## src/rtl/byte_serial_multiplier_pkg.sv

```systemverilog
// Shared constants and FSM state type for the byte-serial multiplier.
// Latency: n/a (declarations only).
// Backpressure: n/a (declarations only).
package mul_pkg;

  localparam int WORD_W     = 64;
  localparam int DIGIT_W    = 8;
  localparam int NUM_STEPS  = WORD_W / DIGIT_W;
  localparam int STEP_CNT_W = $clog2(NUM_STEPS);

  typedef enum logic [1:0] {
    IDLE = 2'd0,
    BUSY = 2'd1,
    DONE = 2'd2
  } mul_state_t;

endpackage : mul_pkg

```

## src/rtl/byte_serial_multiplier_pp.sv

```systemverilog
// Combinational WIDTH x DIGIT partial product, truncated to WIDTH bits.
// Latency: 0 cycles (pure combinational).
// Backpressure: none; output follows inputs every cycle.
//
// Ports:
//   mcand  in  WIDTH  multiplicand (already shifted into position)
//   digit  in  DIGIT  current multiplier digit
//   pp     out WIDTH  (mcand * digit) mod 2^WIDTH
module byte_partial_product
  import mul_pkg::*;
#(
  parameter int WIDTH = WORD_W,
  parameter int DIGIT = DIGIT_W
) (
  input  logic [WIDTH-1:0] mcand,
  input  logic [DIGIT-1:0] digit,
  output logic [WIDTH-1:0] pp
);

  logic [WIDTH-1:0] digit_ext;

  // Zero-extending the digit keeps the multiply self-determined at WIDTH bits,
  // so the upper product bits are discarded by construction.
  always_comb begin
    digit_ext = WIDTH'(digit);
    pp        = mcand * digit_ext;
  end

endmodule : byte_partial_product

```

## src/rtl/byte_serial_multiplier.sv

```systemverilog
// Radix-2^DIGIT shift-and-add multiplier: product = (a*b) mod 2^WIDTH, one digit of b per cycle.
// Latency: out_valid rises WIDTH/DIGIT edges after the accept edge (fewer with MUL_EARLY_TERM_EN).
// Backpressure: in_ready only in IDLE; result holds in DONE until out_ready, one op in flight.
//
// Ports:
//   clock, reset          single clock, synchronous active-high reset
//   in_valid/in_ready, a, b        operand handshake; a,b sampled on the accept edge only
//   out_valid/out_ready, product   result handshake; product reads 0 outside DONE
// Build option: define MUL_EARLY_TERM_EN to stop as soon as the remaining multiplier
// digits are all zero (b==0 skips BUSY entirely). Product value is unaffected.
module byte_serial_multiplier
  import mul_pkg::*;
#(
  parameter int WIDTH = WORD_W,
  parameter int DIGIT = DIGIT_W
) (
  input  logic             clock,
  input  logic             reset,
  input  logic             in_valid,
  output logic             in_ready,
  input  logic [WIDTH-1:0] a,
  input  logic [WIDTH-1:0] b,
  output logic             out_valid,
  input  logic             out_ready,
  output logic [WIDTH-1:0] product
);

  localparam int N     = WIDTH / DIGIT;
  localparam int CNT_W = (N > 1) ? $clog2(N) : 1;
  localparam logic [CNT_W-1:0] LAST_CNT = CNT_W'(N - 1);

  mul_state_t       state_q, state_d;
  logic [WIDTH-1:0] acc_q, acc_d;
  logic [WIDTH-1:0] mcand_q, mcand_d;
  logic [WIDTH-1:0] mplier_q, mplier_d;
  logic [CNT_W-1:0] cnt_q, cnt_d;
  logic [WIDTH-1:0] pp;
  logic             last_step;

  byte_partial_product #(
    .WIDTH (WIDTH),
    .DIGIT (DIGIT)
  ) u_pp (
    .mcand (mcand_q),
    .digit (mplier_q[DIGIT-1:0]),
    .pp    (pp)
  );

  always_comb begin
    state_d   = state_q;
    acc_d     = acc_q;
    mcand_d   = mcand_q;
    mplier_d  = mplier_q;
    cnt_d     = cnt_q;
    in_ready  = 1'b0;
    out_valid = 1'b0;
    product   = '0;

`ifdef MUL_EARLY_TERM_EN
    // Nothing left to add once every remaining digit above the current one is zero.
    last_step = (cnt_q == LAST_CNT) || ((mplier_q >> DIGIT) == '0);
`else
    last_step = (cnt_q == LAST_CNT);
`endif

    unique case (state_q)
      IDLE: begin
        in_ready = 1'b1;
        if (in_valid) begin
          acc_d    = '0;
          mcand_d  = a;
          mplier_d = b;
          cnt_d    = '0;
`ifdef MUL_EARLY_TERM_EN
          state_d  = (b == '0) ? DONE : BUSY;
`else
          state_d  = BUSY;
`endif
        end
      end

      BUSY: begin
        acc_d    = acc_q + pp;
        mcand_d  = {mcand_q[WIDTH-DIGIT-1:0], {DIGIT{1'b0}}};
        mplier_d = mplier_q >> DIGIT;
        cnt_d    = cnt_q + 1'b1;
        if (last_step) begin
          state_d = DONE;
        end
      end

      DONE: begin
        out_valid = 1'b1;
        product   = acc_q;
        if (out_ready) begin
          state_d = IDLE;
        end
      end

      default: begin
        state_d = IDLE;
      end
    endcase
  end

  always_ff @(posedge clock) begin
    if (reset) begin
      state_q  <= IDLE;
      acc_q    <= '0;
      mcand_q  <= '0;
      mplier_q <= '0;
      cnt_q    <= '0;
    end else begin
      state_q  <= state_d;
      acc_q    <= acc_d;
      mcand_q  <= mcand_d;
      mplier_q <= mplier_d;
      cnt_q    <= cnt_d;
    end
  end

endmodule : byte_serial_multiplier

```

## config.mk

```make
export PLATFORM = sky130hd
export DESIGN_NAME = byte_serial_multiplier
export DESIGN_NICKNAME = d
export VERILOG_FILES = /design/src/rtl/byte_serial_multiplier_pkg.sv /design/src/rtl/byte_serial_multiplier_pp.sv /design/src/rtl/byte_serial_multiplier.sv
export SDC_FILE = /design/constraint.sdc
export NUM_CORES = 2
export LEC_CHECK = 0
export CORE_MARGIN = 10
export CORE_UTILIZATION = 30
export CTS_BUF_LIST = sky130_fd_sc_hd__clkbuf_4
export CTS_CLUSTER_DIAMETER = 120
export DETAILED_ROUTE_END_ITERATION = 7
export MAX_ROUTING_LAYER = met4
export PLACE_DENSITY = 0.53
export SETUP_SLACK_MARGIN = 0.15
export SYNTH_ARGS = -nofsm -noshare
export SYNTH_HDL_FRONTEND = slang
export SYNTH_HIERARCHICAL = 1
export SYNTH_SLANG_ARGS = --single-unit
export TNS_END_PERCENT = 100
```

## constraint.sdc

```tcl
create_clock -name clock -period 13.8 [get_ports clock]
set_input_delay 2.76 -clock clock [delete_from_list [all_inputs] [get_ports clock]]
set_output_delay 2.76 -clock clock [all_outputs]
set_load 0.005 [all_outputs]
```

# Word level (Yosys, flattened, before mapping)
# Index checks and enable logic that the tools add are counted.
[classes]
n_addsub = 2
multipliers = 1
eq_ne = 6
mux = 15
reduce_logical = 4
[op_table]
columns = ["op", "count"]
rows = [
  ["64-bit one-hot mux with 2 select lines", 3],
  ["64-bit two-way mux", 4],
  ["64-bit adder", 1],
  ["64-bit by 8-bit multiplier with 64-bit output", 1],
  ["2-bit two-way mux", 3],
  ["2-bit inequality test, second input constant", 3],
  ["2-bit one-hot mux with 3 select lines", 1],
  ["3-bit one-hot mux with 2 select lines", 1],
  ["3-bit by 1-bit adder with 3-bit output, second input constant", 1],
  ["3-bit equality test, second input constant", 1],
  ["3-bit two-way mux", 1],
  ["3-bit AND reduction", 1],
  ["2-bit by 1-bit equality test with 1-bit output, second input constant", 1],
  ["2-bit equality test, second input constant", 1],
  ["2-bit zero test", 1],
  ["1-bit two-way mux", 2],
  ["2-bit AND reduction", 1],
  ["2-bit nonzero test", 1],
]
[totals]
regBits = 197
inputBits = 132
output_inout_bits = 66
word_cells = 33

# Depth between registers and ports, before layout
[logic_depth]
ltp_word = 3
ltp_mapped = 32
depth_no_buf = 30

# Hierarchy
# Netlist, hierarchy kept.
[by_module_without_submodules]
columns = ["mod", "instances", "cells_each", "area_per_inst_um2", "seq_area_each_um2"]
rows = [
  ["byte_partial_product", 1, 1650, 14641.5, 0.0],
  ["byte_serial_multiplier", 1, 1809, 12827.3, 3943.8],
]

# Least setup slack after synthesis
# OpenSTA, ideal clock, no wires.
[synth_timing]
path_kind = "flip-flop to flip-flop"
startpoint = "register mplier_q[7]"
endpoint = "register acc_q[63]"
setup_time_ps = 63
t_arrival_ps = 7394
required_time_ps = 13737
setup_slack_ps = 6344
path_stages_with_launch = 28
n_path_buf = 3
period_less_slack_ps = 7456
cell_sequence = "dfxtp_1 > clkbuf_1 > clkbuf_1 > and2_1 > fa_1 > fa_1 > fa_1 > fa_1 > ha_1 > a21o_1 > a2111o_1 > o221a_1 > o2111ai_2 > a31oi_4 > or2_4 > a221oi_4 > o21ai_2 > a2111o_1 > o211a_1 > ha_1 > clkbuf_1 > a21o_1 > a21oi_1 > o21ai_0 > a31o_2 > o31a_1 > or4_1 > nand3_1"
[synth_between]
elab_chain_len = 3
[synth_rtl]
columns = ["element", "line_no", "source"]
rows = [
  ["start, declared", "byte_serial_multiplier.sv:35", "logic [WIDTH-1:0] mplier_q, mplier_d;"],
  ["start signal, assigned", "byte_serial_multiplier.sv:117", "mplier_q <= mplier_d;"],
  ["64-bit by 8-bit multiplier with 64-bit output", "byte_serial_multiplier_pp.sv:26", "pp = mcand * digit_ext;"],
  ["via pp[57]", "byte_serial_multiplier.sv:37", "logic [WIDTH-1:0] pp;"],
  ["64-bit adder", "byte_serial_multiplier.sv:83", "acc_d = acc_q + pp;"],
  ["64-bit one-hot mux with 2 select lines", "byte_serial_multiplier.sv:66", "unique case (state_q)"],
  ["end signal, assigned", "byte_serial_multiplier.sv:109", "acc_q <= '0;"],
  ["end signal, assigned", "byte_serial_multiplier.sv:115", "acc_q <= acc_d;"],
  ["end, declared", "byte_serial_multiplier.sv:33", "logic [WIDTH-1:0] acc_q, acc_d;"],
]
# The timed path passes the listed nets, and every way through them passes these cells.
# A chain may end at the register's enable or synchronous reset.

# Final worst setup path
[layout_timing]
startpoint = "register mplier_q[3]"
endpoint = "register acc_q[63]"
# Same word-level chain as after synthesis.

==> out/qor.csv <==
stage,metric,value,unit
run_status,outcome,finished clean,
worst_setup_path,cp_max_fo,61,
cts,path_clk_slew,0.20,ns
sta,period_share,0.605,
final_layout,fin_cells,4683,
synth,synth_async_sr_flop_share,0,
power,fin_total_pwr,2.90,mW
die,start_util,0.304,
worst_setup_path,crit_slowest_cell,buf_4,
route,vias,23300,
sta,holdWs,0.502,ns
cts,post_cts_resized,0,
cts,clock_latency,0.82,ns
die,dieWidth,323,µm
worst_setup_path,startpoint_type,register,
synth,synth_cells,3459,
synth,synth_area_per_cell,7.94,µm²
grt,grt_pass1_wl,139,mm
synth,synth_seq_cells,197,
placement,dp_cells,4640,
cts,ctsHoldBuffers,0,
cts,cts-buffers-inserted,17,
synth,syn_area,0.0275,mm²
sta,tightestPinTransition,1.01,ns
synth,synth.top_cells.by_area,"fa_1, dfxtp_1, and2_1",
sta,timing.fmax,0.120,GHz
die,die_area,0.104,mm²
placement,place_congestion,0.902,
grt,grtUsageTotal,0.172,
synth,synth.yosys.seq_area_share,0.144,
route,ant_nets,0,
synth,synth_warnings,6,
power,p_leak,14.3,nW
synth,synth_nets,4077,
worst_setup_path,path_class,reg -> reg,
worst_setup_path,end_kind,register,
job,drv_cap,0,
die,core,0.0904,mm²
power,ir_drop,0.0000553,V
worst_setup_path,crit_buf_inv,3,
final_layout,syn2layout_area_growth,11.7,%
power,powerDensity,94.5,mW/mm²
route,routed_wl,87.3,mm
die,pin_count,198,
final_layout,fin_nets,4101,
placement,port_buffers,197,
sta,relSlewSlack,0.328,
cts,numClockSinks,197,
synth,synth_top_area_share,0.254,
cts,post-cts-setup-buffers,0,
sta,finalSetupTns,0,ns
die,fp-row-count,110,
min_path,hold_class,reg -> reg,
sta,rsz0062_at_grt,false,
route,drt_iter0_markers,1491,
synth,synth_edf_count,0,
grt,antenna_found_initial,8,
grt,first_global_vias,23900,
cts,htreeDepth,4,
synth,synth_top_area_cell,fa_1,
grt,grt_start_max_net_pins,225,
synth,synth.distinct_cells,92,
worst_setup_path,critPathArrivalTime,9.11,ns
sta,clock_skew,0.0496,ns
sta,fin_crit,8.35,ns
final_layout,layout-drive-gt1-share,0.0312,
sta,final_hold_viol_count,0,
cts,cts-root-buf,clkbuf_4,
route,firstDrtPassIters,8,
worst_setup_path,slowest_delay,0.55,ns
grt,overflow,0,
synth,synthFlopType,dfxtp_1,
worst_setup_path,cp_top_family,compound AO/OA/AOI/OAI gates,
sta,finalMaxSlewViolations,0,
final_layout,fillers,9570,
sta,setup_violations,0,
die,die_h,323,µm
final_layout,fin_util,0.339,
worst_setup_path,cpMostUsedCell,fa_1,
cts,cts_tree,done,
route,vias_per_cell,4.98,
worst_setup_path,cp.required,14.56,ns
synth,synth_common_cells,"and2_1, nor2_1, fa_1",
route,post_drt_wl_per_cell,18.6,µm
placement,dp_hpwl,65.5,mm
cts,cts_max_path_buffers,2,
route,drc_errors,0,
final cells by class:
cell class	count	area (µm²)	share of cell area
Tap cell	1176	1470	0.0480
Inverter	277	1040	0.0339
Sequential cell	197	3960	0.129
Multi-Input combinational cell	2770	21700	0.707
Antenna cell	11	27.5	0.000897
Clock inverter	15	219	0.00714
Timing Repair Buffer	220	2160	0.0703
Clock buffer	17	128	0.00416
cell usage in the layout (no fill, tap or decap), types with 10 or more instances in the layout:
| cell | n |
|---|---|
| ha_1 | 137 |
| o31ai_1 | 10 |
| o211ai_1 | 11 |
| nand2_1 | 208 |
| inv_1 | 277 |
| a31oi_1 | 13 |
| nand2b_1 | 14 |
| clkbuf_4 | 17 |
| nor2_1 | 462 |
| a22oi_1 | 44 |
| a21o_1 | 89 |
| buf_4 | 23 |
| clkdlybuf4s50_1 | 195 |
| a211oi_1 | 12 |
| diode_2 | 11 |
| xor2_1 | 38 |
| xnor2_1 | 76 |
| fa_1 | 349 |
| nor2b_1 | 121 |
| dfxtp_1 | 193 |
| and3_1 | 15 |
| nand3_1 | 32 |
| nand4_1 | 43 |
| and2_1 | 464 |
| o21bai_1 | 22 |
| o21a_1 | 18 |
| a21oi_1 | 240 |
| o21ai_0 | 81 |
| nor3_1 | 124 |
final timing paths:
kind / from / to / slack [ns] / cells after the start
min reg2reg: acc_q[59] / acc_q[59] / 0.50 / 2
max: mplier_q[3] / acc_q[63] / 5.45 / 28
min: acc_q[59] / acc_q[59] / 0.50 / 2
max reg2reg: mplier_q[3] / acc_q[63] / 5.45 / 28
worst min-delay path, cell delays in order, from the launching register on:
cell	delay, ns
dfxtp_1	0.37
nand2_1	0.05
o21ai_0	0.06
layer usage:
metal  part of all wire  global-route usage  vias up  wire [µm]
met1               0.49               0.237    11400      43000
met4              0.022              0.0473        0       1960
met3              0.044              0.0301       82       3850
met2               0.44               0.258      506      38500
met5                  0                   -        -          0
li1                   -                   -    11400          -
cells by family (layout without fill, tap and decap cells):
kind of cell,after synthesis,count (layout),share of synthesized area
other,0,11,0
AO/OA/AOI/OAI,641,641,0.154
flip-flops,197,197,0.144
multiplexers,3,3,0.00114
buffers and inverters,492,529,0.0679
AND/OR/NAND/NOR,1526,1526,0.281
XOR/XNOR,114,114,0.0363
adder cells (fa/ha/maj),486,486,0.317
sequential cells by signal, summed over array words and instances (netlist names):
register / flops
cnt_q: 3
mcand_q: 64
acc_q: 64
mplier_q: 64
state_q: 2
where the power goes:
part / internal, mW / switching (mW) / total, mW
sequential: 0.637 / 0.105 / 0.742
combinational: 0.676 / 1.09 / 1.77
clock: 0.0984 / 0.292 / 0.391
through the flow:
step	cell area [µm²]	worst slack, ns
global placement	30300	5.51
detailed placement	30300	5.53
global route	30700	5.00
floorplan	27500	6.34
finish	30700	5.45
CTS	30600	5.49
No activity file was read; power rests on OpenSTA's default activity.
